## config.mk

```make
export PLATFORM = sky130hd
export DESIGN_NAME = pe_array_ctrl
export DESIGN_NICKNAME = d
export VERILOG_FILES = /design/src/rtl/pe_array_ctrl.sv
export SDC_FILE = /design/constraint.sdc
export NUM_CORES = 1
export LEC_CHECK = 0
export BUFFER_PORTS_ARGS = -buffer_cell sky130_fd_sc_hd__buf_4
export CORE_AREA = 8 8 249 251
export CTS_BUF_LIST = sky130_fd_sc_hd__clkbuf_8
export DETAILED_ROUTE_END_ITERATION = 6
export DIE_AREA = 0 0 257 259
export HOLD_SLACK_MARGIN = 0.06
export PLACE_DENSITY = 0.58
export SLEW_MARGIN = 10
export SYNTH_ARGS = -nofsm -noshare
export SYNTH_HDL_FRONTEND = slang
export SYNTH_SLANG_ARGS = --single-unit
```

## constraint.sdc

```tcl
create_clock -name CLK -period 16 [get_ports CLK]
set_input_delay 2.4 -clock CLK [delete_from_list [all_inputs] [get_ports CLK]]
set_output_delay 2.4 -clock CLK [all_outputs]
set_load 0.03 [all_outputs]
```

## src/rtl/pe_array_ctrl.sv

```systemverilog
`default_nettype none
// pe_array_ctrl: job sequencer that streams operand vectors into the 16-row bit-fusion PE array,
// aligns flush/bias controls to the array pipeline and buffers finished psums in a 2-entry FIFO. Rev 1.0
module pe_array_ctrl #(
  parameter int PE_ROW      = 16,
  parameter int BITS_ACT    = 8,
  parameter int BITS_WEIGHT = 8,
  parameter int N_BIAS      = 16,
  parameter int BITS_PSUM   = 32,
  parameter int PE_LAT      = 1
) (
  input  logic                          CLK,
  input  logic                          RST,
  input  logic                          i_Start,
  input  logic [3:0]                    i_Precision,
  input  logic [15:0]                   i_Steps,
  input  logic [15:0]                   i_Outputs,
  output logic                          o_Busy,
  output logic                          o_Done,
  input  logic                          i_Op_Valid,
  output logic                          o_Op_Ready,
  input  logic [BITS_ACT*PE_ROW-1:0]    i_Op_Act,
  input  logic [BITS_WEIGHT*PE_ROW-1:0] i_Op_Weight,
  input  logic [N_BIAS-1:0]             i_Op_Bias,
  output logic [BITS_ACT*PE_ROW-1:0]    o_Arr_Act,
  output logic [BITS_WEIGHT*PE_ROW-1:0] o_Arr_Weight,
  output logic [3:0]                    o_Arr_Precision,
  output logic [N_BIAS-1:0]             o_Arr_Bias,
  output logic                          o_Arr_Sel_Bias,
  output logic                          o_Arr_Flush,
  input  logic [BITS_PSUM-1:0]          i_Arr_Psum,
  output logic                          o_Res_Valid,
  input  logic                          i_Res_Ready,
  output logic [BITS_PSUM-1:0]          o_Res_Data,
  output logic                          o_Res_Last
);

  localparam int ACC_LAT = PE_LAT + 2;

  localparam logic [1:0] S_IDLE  = 2'd0;
  localparam logic [1:0] S_FLUSH = 2'd1;
  localparam logic [1:0] S_RUN   = 2'd2;
  localparam logic [1:0] S_DRAIN = 2'd3;

  logic [1:0]           state;
  logic [15:0]          steps, outputs, s_cnt, k_cnt;
  logic [3:0]           prec;
  logic [1:0]           outstanding;
  logic                 zero_done;
  logic [ACC_LAT-1:0]   tag_first, tag_last, tag_job;
  logic [N_BIAS-1:0]    bias_pipe [PE_LAT+1];
  logic [BITS_PSUM-1:0] fifo_data [2];
  logic [1:0]           fifo_last;
  logic                 wr_ptr, rd_ptr;
  logic [1:0]           fifo_cnt;

  logic accept, group_start, step_last, job_last, pop, push, pipe_empty, drain_done;

  assign group_start = (s_cnt == 16'd0);
  assign step_last   = (s_cnt == steps - 16'd1);
  assign job_last    = (k_cnt == outputs - 16'd1);
  assign accept      = i_Op_Valid & o_Op_Ready;
  assign pop         = o_Res_Valid & i_Res_Ready;
  assign push        = tag_last[ACC_LAT-1];
  assign pipe_empty  = ~|(tag_first | tag_last);
  assign drain_done  = (state == S_DRAIN) && pipe_empty && (fifo_cnt == 2'd0);

  // At a group start the FIFO must have room for the result this group will produce.
  assign o_Op_Ready      = (state == S_RUN) && (!group_start || outstanding < 2'd2);
  assign o_Busy          = (state != S_IDLE) && !drain_done;
  assign o_Done          = zero_done | drain_done;
  assign o_Arr_Flush     = (state == S_FLUSH);
  assign o_Arr_Precision = prec;
  assign o_Arr_Sel_Bias  = tag_first[PE_LAT];
  assign o_Arr_Bias      = tag_first[PE_LAT] ? bias_pipe[PE_LAT] : '0;
  assign o_Res_Valid     = (fifo_cnt != 2'd0);
  assign o_Res_Data      = fifo_data[rd_ptr];
  assign o_Res_Last      = fifo_last[rd_ptr] & o_Res_Valid;

  always_ff @(posedge CLK or posedge RST) begin
    if (RST) begin
      state     <= S_IDLE;
      steps     <= '0;
      outputs   <= '0;
      s_cnt     <= '0;
      k_cnt     <= '0;
      prec      <= '0;
      zero_done <= 1'b0;
    end else begin
      zero_done <= 1'b0;
      case (state)
        S_IDLE: begin
          if (i_Start) begin
            if (i_Steps == 16'd0 || i_Outputs == 16'd0) begin
              zero_done <= 1'b1;
            end else begin
              steps   <= i_Steps;
              outputs <= i_Outputs;
              prec    <= i_Precision;
              s_cnt   <= '0;
              k_cnt   <= '0;
              state   <= S_FLUSH;
            end
          end
        end
        S_FLUSH: state <= S_RUN;
        S_RUN: begin
          if (accept) begin
            if (step_last) begin
              s_cnt <= '0;
              k_cnt <= k_cnt + 16'd1;
              if (job_last) state <= S_DRAIN;
            end else begin
              s_cnt <= s_cnt + 16'd1;
            end
          end
        end
        default: begin
          if (drain_done) state <= S_IDLE;
        end
      endcase
    end
  end

  // Idle and starved cycles present zero operands so the array accumulates nothing.
  always_ff @(posedge CLK or posedge RST) begin
    if (RST) begin
      o_Arr_Act    <= '0;
      o_Arr_Weight <= '0;
      tag_first    <= '0;
      tag_last     <= '0;
      tag_job      <= '0;
      outstanding  <= '0;
      for (int i = 0; i <= PE_LAT; i++) bias_pipe[i] <= '0;
    end else begin
      o_Arr_Act    <= accept ? i_Op_Act : '0;
      o_Arr_Weight <= accept ? i_Op_Weight : '0;
      tag_first    <= {tag_first[ACC_LAT-2:0], accept & group_start};
      tag_last     <= {tag_last[ACC_LAT-2:0], accept & step_last};
      tag_job      <= {tag_job[ACC_LAT-2:0], accept & step_last & job_last};
      bias_pipe[0] <= (accept & group_start) ? i_Op_Bias : '0;
      for (int i = 1; i <= PE_LAT; i++) bias_pipe[i] <= bias_pipe[i-1];
      case ({accept & group_start, pop})
        2'b10:   outstanding <= outstanding + 2'd1;
        2'b01:   outstanding <= outstanding - 2'd1;
        default: outstanding <= outstanding;
      endcase
    end
  end

  always_ff @(posedge CLK or posedge RST) begin
    if (RST) begin
      fifo_data[0] <= '0;
      fifo_data[1] <= '0;
      fifo_last    <= '0;
      wr_ptr       <= 1'b0;
      rd_ptr       <= 1'b0;
      fifo_cnt     <= '0;
    end else begin
      if (push) begin
        fifo_data[wr_ptr] <= i_Arr_Psum;
        fifo_last[wr_ptr] <= tag_job[ACC_LAT-1];
        wr_ptr            <= ~wr_ptr;
      end
      if (pop) rd_ptr <= ~rd_ptr;
      case ({push, pop})
        2'b10:   fifo_cnt <= fifo_cnt + 2'd1;
        2'b01:   fifo_cnt <= fifo_cnt - 2'd1;
        default: fifo_cnt <= fifo_cnt;
      endcase
    end
  end

endmodule
`default_nettype wire

```

==> flow_summary_export.csv <==
group,metric,value,unit
synth,synth-async-reset-ratio,100,%
global_route,grt_first_pass_wirelength,89.4,mm
setup_path,setup.worst_path.end,"o_Op_Ready",
cells_and_area,final_util,41.9,%
drt,avgRoutedWirePerCell,21.5,um
placement,place_worst_setup_slack,10.72,ns
setup_path,worst_r2r_path_depth,10,
timing,fmax,201,MHz
cts,cts-resized-gates,0,
synth,syn_avg_cell_area,13.1,um^2
cts,ctsHtreeMaxLevel,3,
drt,dr_total_vias,12500,
setup_path,levels_on_crit_path,5,
drt,drtPass1Iterations,5,
setup_path,timing.critical_path.slowest_stage_cell,"ha_1",
timing,clock-skew-final,0.0359,ns
setup_path,timing.critical_path.slowest_cell_delay,0.68,ns
placement,dp.final_hpwl,46.0,mm
synth,count_of_warnings_emitted_by_yosys,0,
setup_path,timing.rr.end,"k_cnt[12]",
floorplan,top_level_ports,660,
setup_path,critical_path_startpoint_category,"flip-flop",
cts,cts.repair_timing.setup_buffer_count,0,
setup_path,timing.rr.start,"steps[0]",
setup_path,crit_arrival,2.58,ns
placement,place_inst,2685,
synth,netlist_top_cells_area,"dfrtp_1 (65%), and2_1 (11%), mux2_2 (8.9%), xnor2_1 (1.9%), clkbuf_1 (1.1%)",
hold_path,hold_path_class,"reg2reg",
cells_and_area,final_cell_count_no_fill,2821,
setup_path,cp_top_family,"buffers and inverters",
synth,postSynthNetCount,1658,
drt,wirelength,60.7,mm
setup_path,timing.critical_path.buf_inv,3,
global_route,pin_count_of_the_biggest_net_entering_global_routing,178,
placement,routability_congestion_estimate_from_global_placement,0.862,
pwr,power.total,0.00272,W
cts,clock_sinks,440,
cts,tritoncts_clock_tree,"yes",
synth,yosysTopAreaCell,"dfrtp_1",
drt,drt-vias-per-instance,4.44,
cts,clk_pin_slew,0.06,ns
timing,timing.setup.tns,0,ns
drt,drt_iter0_markers,796,
setup_path,path_cells,"inv_1 > ha_1 > inv_1 > nor2_1 > buf_4",
drt,ant_nets,0,
flow_run,max_cap_viol_count,0,
timing,grt_setup_unrepaired,"false",
floorplan,total_number_of_placement_rows,89,
timing,setup-violations-final,0,
cts,clockBufferDepth,3,
drt,drc,0,
cells_and_area,n_fill_cell,5535,
synth,synth-seq-cells,440,
pwr,peakVddDrop,0.0000648,V
timing,finalCriticalPeriod,4.98,ns
synth,synth_cells,1302,
floorplan,initial_utilization,29.3,%
global_route,track_usage,17.7,%
cts,worstSkewPairLatency,0.65,ns
timing,maxSlewViolCount,0,
outcome,outcome,"complete, no violations",
timing,maxSlewHeadroom,24.6,%
cts,cts_buffers,80,
setup_path,end_kind,"output port",
setup_path,crit_path_start,"state[0]",
setup_path,timing_worst_setup_path_type,"reg2out",
floorplan,overall_die_height,259,um
placement,place.port_buffers,659,
timing,final.period_utilization,31.1,%
timing,timing.final.hold_violations,0,
global_route,first_global_vias,13400,
synth,synth_top_area_share,64.6,%
global_route,grt-ovfl-total,0,
synth,syn_area,17000,um^2
setup_path,reg2reg_setup_slack,12.28,ns
setup_path,cp_max_fo,19,
synth,postSynth.topFlopCell,"dfrtp_1",
setup_path,cp_common_cell,"inv_1",
floorplan,die-width,257,um
setup_path,timing.critical_path.required,13.60,ns
pwr,power-per-cell-area,111,nW/um^2
synth,ys_types,64,
floorplan,placeable_core_region,58200,um^2
synth,seq_area_frac_synth,64.6,%
cts,cts_root_buffer,"clkbuf_8",
timing,worstMarginPinSlew,1.12,ns
cells_and_area,area_growth_syn_to_fin,43.1,%
cells_and_area,final_layout_size_suffix_gt1_share,45.8,%
floorplan,die_area,66600,um^2
pwr,static-leakage-power,12.4,nW
timing,final.setup.worst_slack,11.02,ns
global_route,antenna_found_initial,9,
cells_and_area,nNetsFinal,2350,
cts,ctsHoldBuffers,0,
synth,synth_enable_flop_cells,0,
-- flip-flops by register name, summed over array words and instances, names as in the netlist --
name and count:
bias_pipe 32, fifo_cnt 2, fifo_data 64, fifo_last 2, k_cnt 16, o_Arr_Act 128
o_Arr_Precision 4, o_Arr_Weight 128, outputs 16, outstanding 2, rd_ptr 1, s_cnt 16
state 2, steps 16, tag_first 3, tag_job 3, tag_last 3, wr_ptr 1
zero_done 1
-- how the worst min path moves through the flow --
stage | start | endpoint | slack, ns | cells after the start
after detailed placement | bias_pipe[27] | bias_pipe[11] | 0.33 | 0
after CTS | bias_pipe[22] | bias_pipe[6] | 0.34 | 0
final | bias_pipe[22] | bias_pipe[6] | 0.34 | 0
after global routing | bias_pipe[28] | bias_pipe[12] | 0.35 | 0
after floorplan | bias_pipe[16] | bias_pipe[0] | 0.33 | 0
after global placement | bias_pipe[19] | bias_pipe[3] | 0.33 | 0
-- logic make-up after synthesis --
family | synth area share, %
adder cells (fa/ha/maj) | 0.807
XOR/XNOR | 2.93
buffers and inverters | 1.95
flip-flops | 64.6
AND/OR/NAND/NOR | 17.1
AO/OA/AOI/OAI | 3.22
multiplexers | 9.39
-- area by class of cell --
cell class	count	area, um^2	area share (%)
Sequential cell	440	11000	45.1
Inverter	28	113	0.462
Multi-Input combinational cell	776	5730	23.5
Tap cell	773	967	3.97
Antenna cell	4	10.0	0.0410
Clock buffer	94	1290	5.30
Timing Repair Buffer	668	5030	20.6
Clock inverter	38	244	1.00
-- power breakdown --
group / switching, W / internal (W) / total, W
Combinational: 0.000268 / 0.000208 / 0.000476
Clock: 0.000476 / 0.000553 / 0.00103
Sequential: 0.0000440 / 0.00117 / 0.00121
-- per-stage QoR --
stage                     hold WS [ns]  instance area, um^2
after floorplan                  0.331                17000
after global placement           0.332                22800
after detailed placement         0.335                22800
after CTS                        0.343                24400
after global routing             0.351                24400
final                            0.337                24400
-- routing by layer --
layer | GRT usage [%] | part of all wire, % | up-vias
met5 | 0 | 0.021 | -
met4 | 5.99 | 2.4 | 2
met3 | 5.38 | 6.4 | 85
met2 | 29.0 | 49 | 369
met1 | 22.1 | 42 | 6315
li1 | - | - | 5755
-- cell usage in the layout (no fill, tap or decap), types with 20 or more instances in the layout --
master,netlist,final
and2_1,292,292
buf_4,0,667
clkbuf_8,0,94
dfrtp_1,440,440
inv_1,28,43
mux2_2,135,135
nand2_1,23,23
nand3_1,26,25
nor2_1,46,44
nor4_1,23,23
xnor2_1,37,37
xor2_1,20,20
-- cell usage after synthesis (all sizes together) (4+ instances only) --
master    n
or2       6
xnor2    37
or3       6
nor3     10
nand3    26
xor2     20
and3     10
nor4     26
and2    292
dfrtp   440
nand2b    5
a21oi    10
nand4    11
mux2i     8
mux2    135
buf      10
inv      28
nand2    23
nor2b     4
ha       11
nor2     47
or4       5
a31oi     7
o21ai    19
o211ai    6
a21o      5
clkbuf   48
Note: power is estimated with default switching activity, not from simulation.
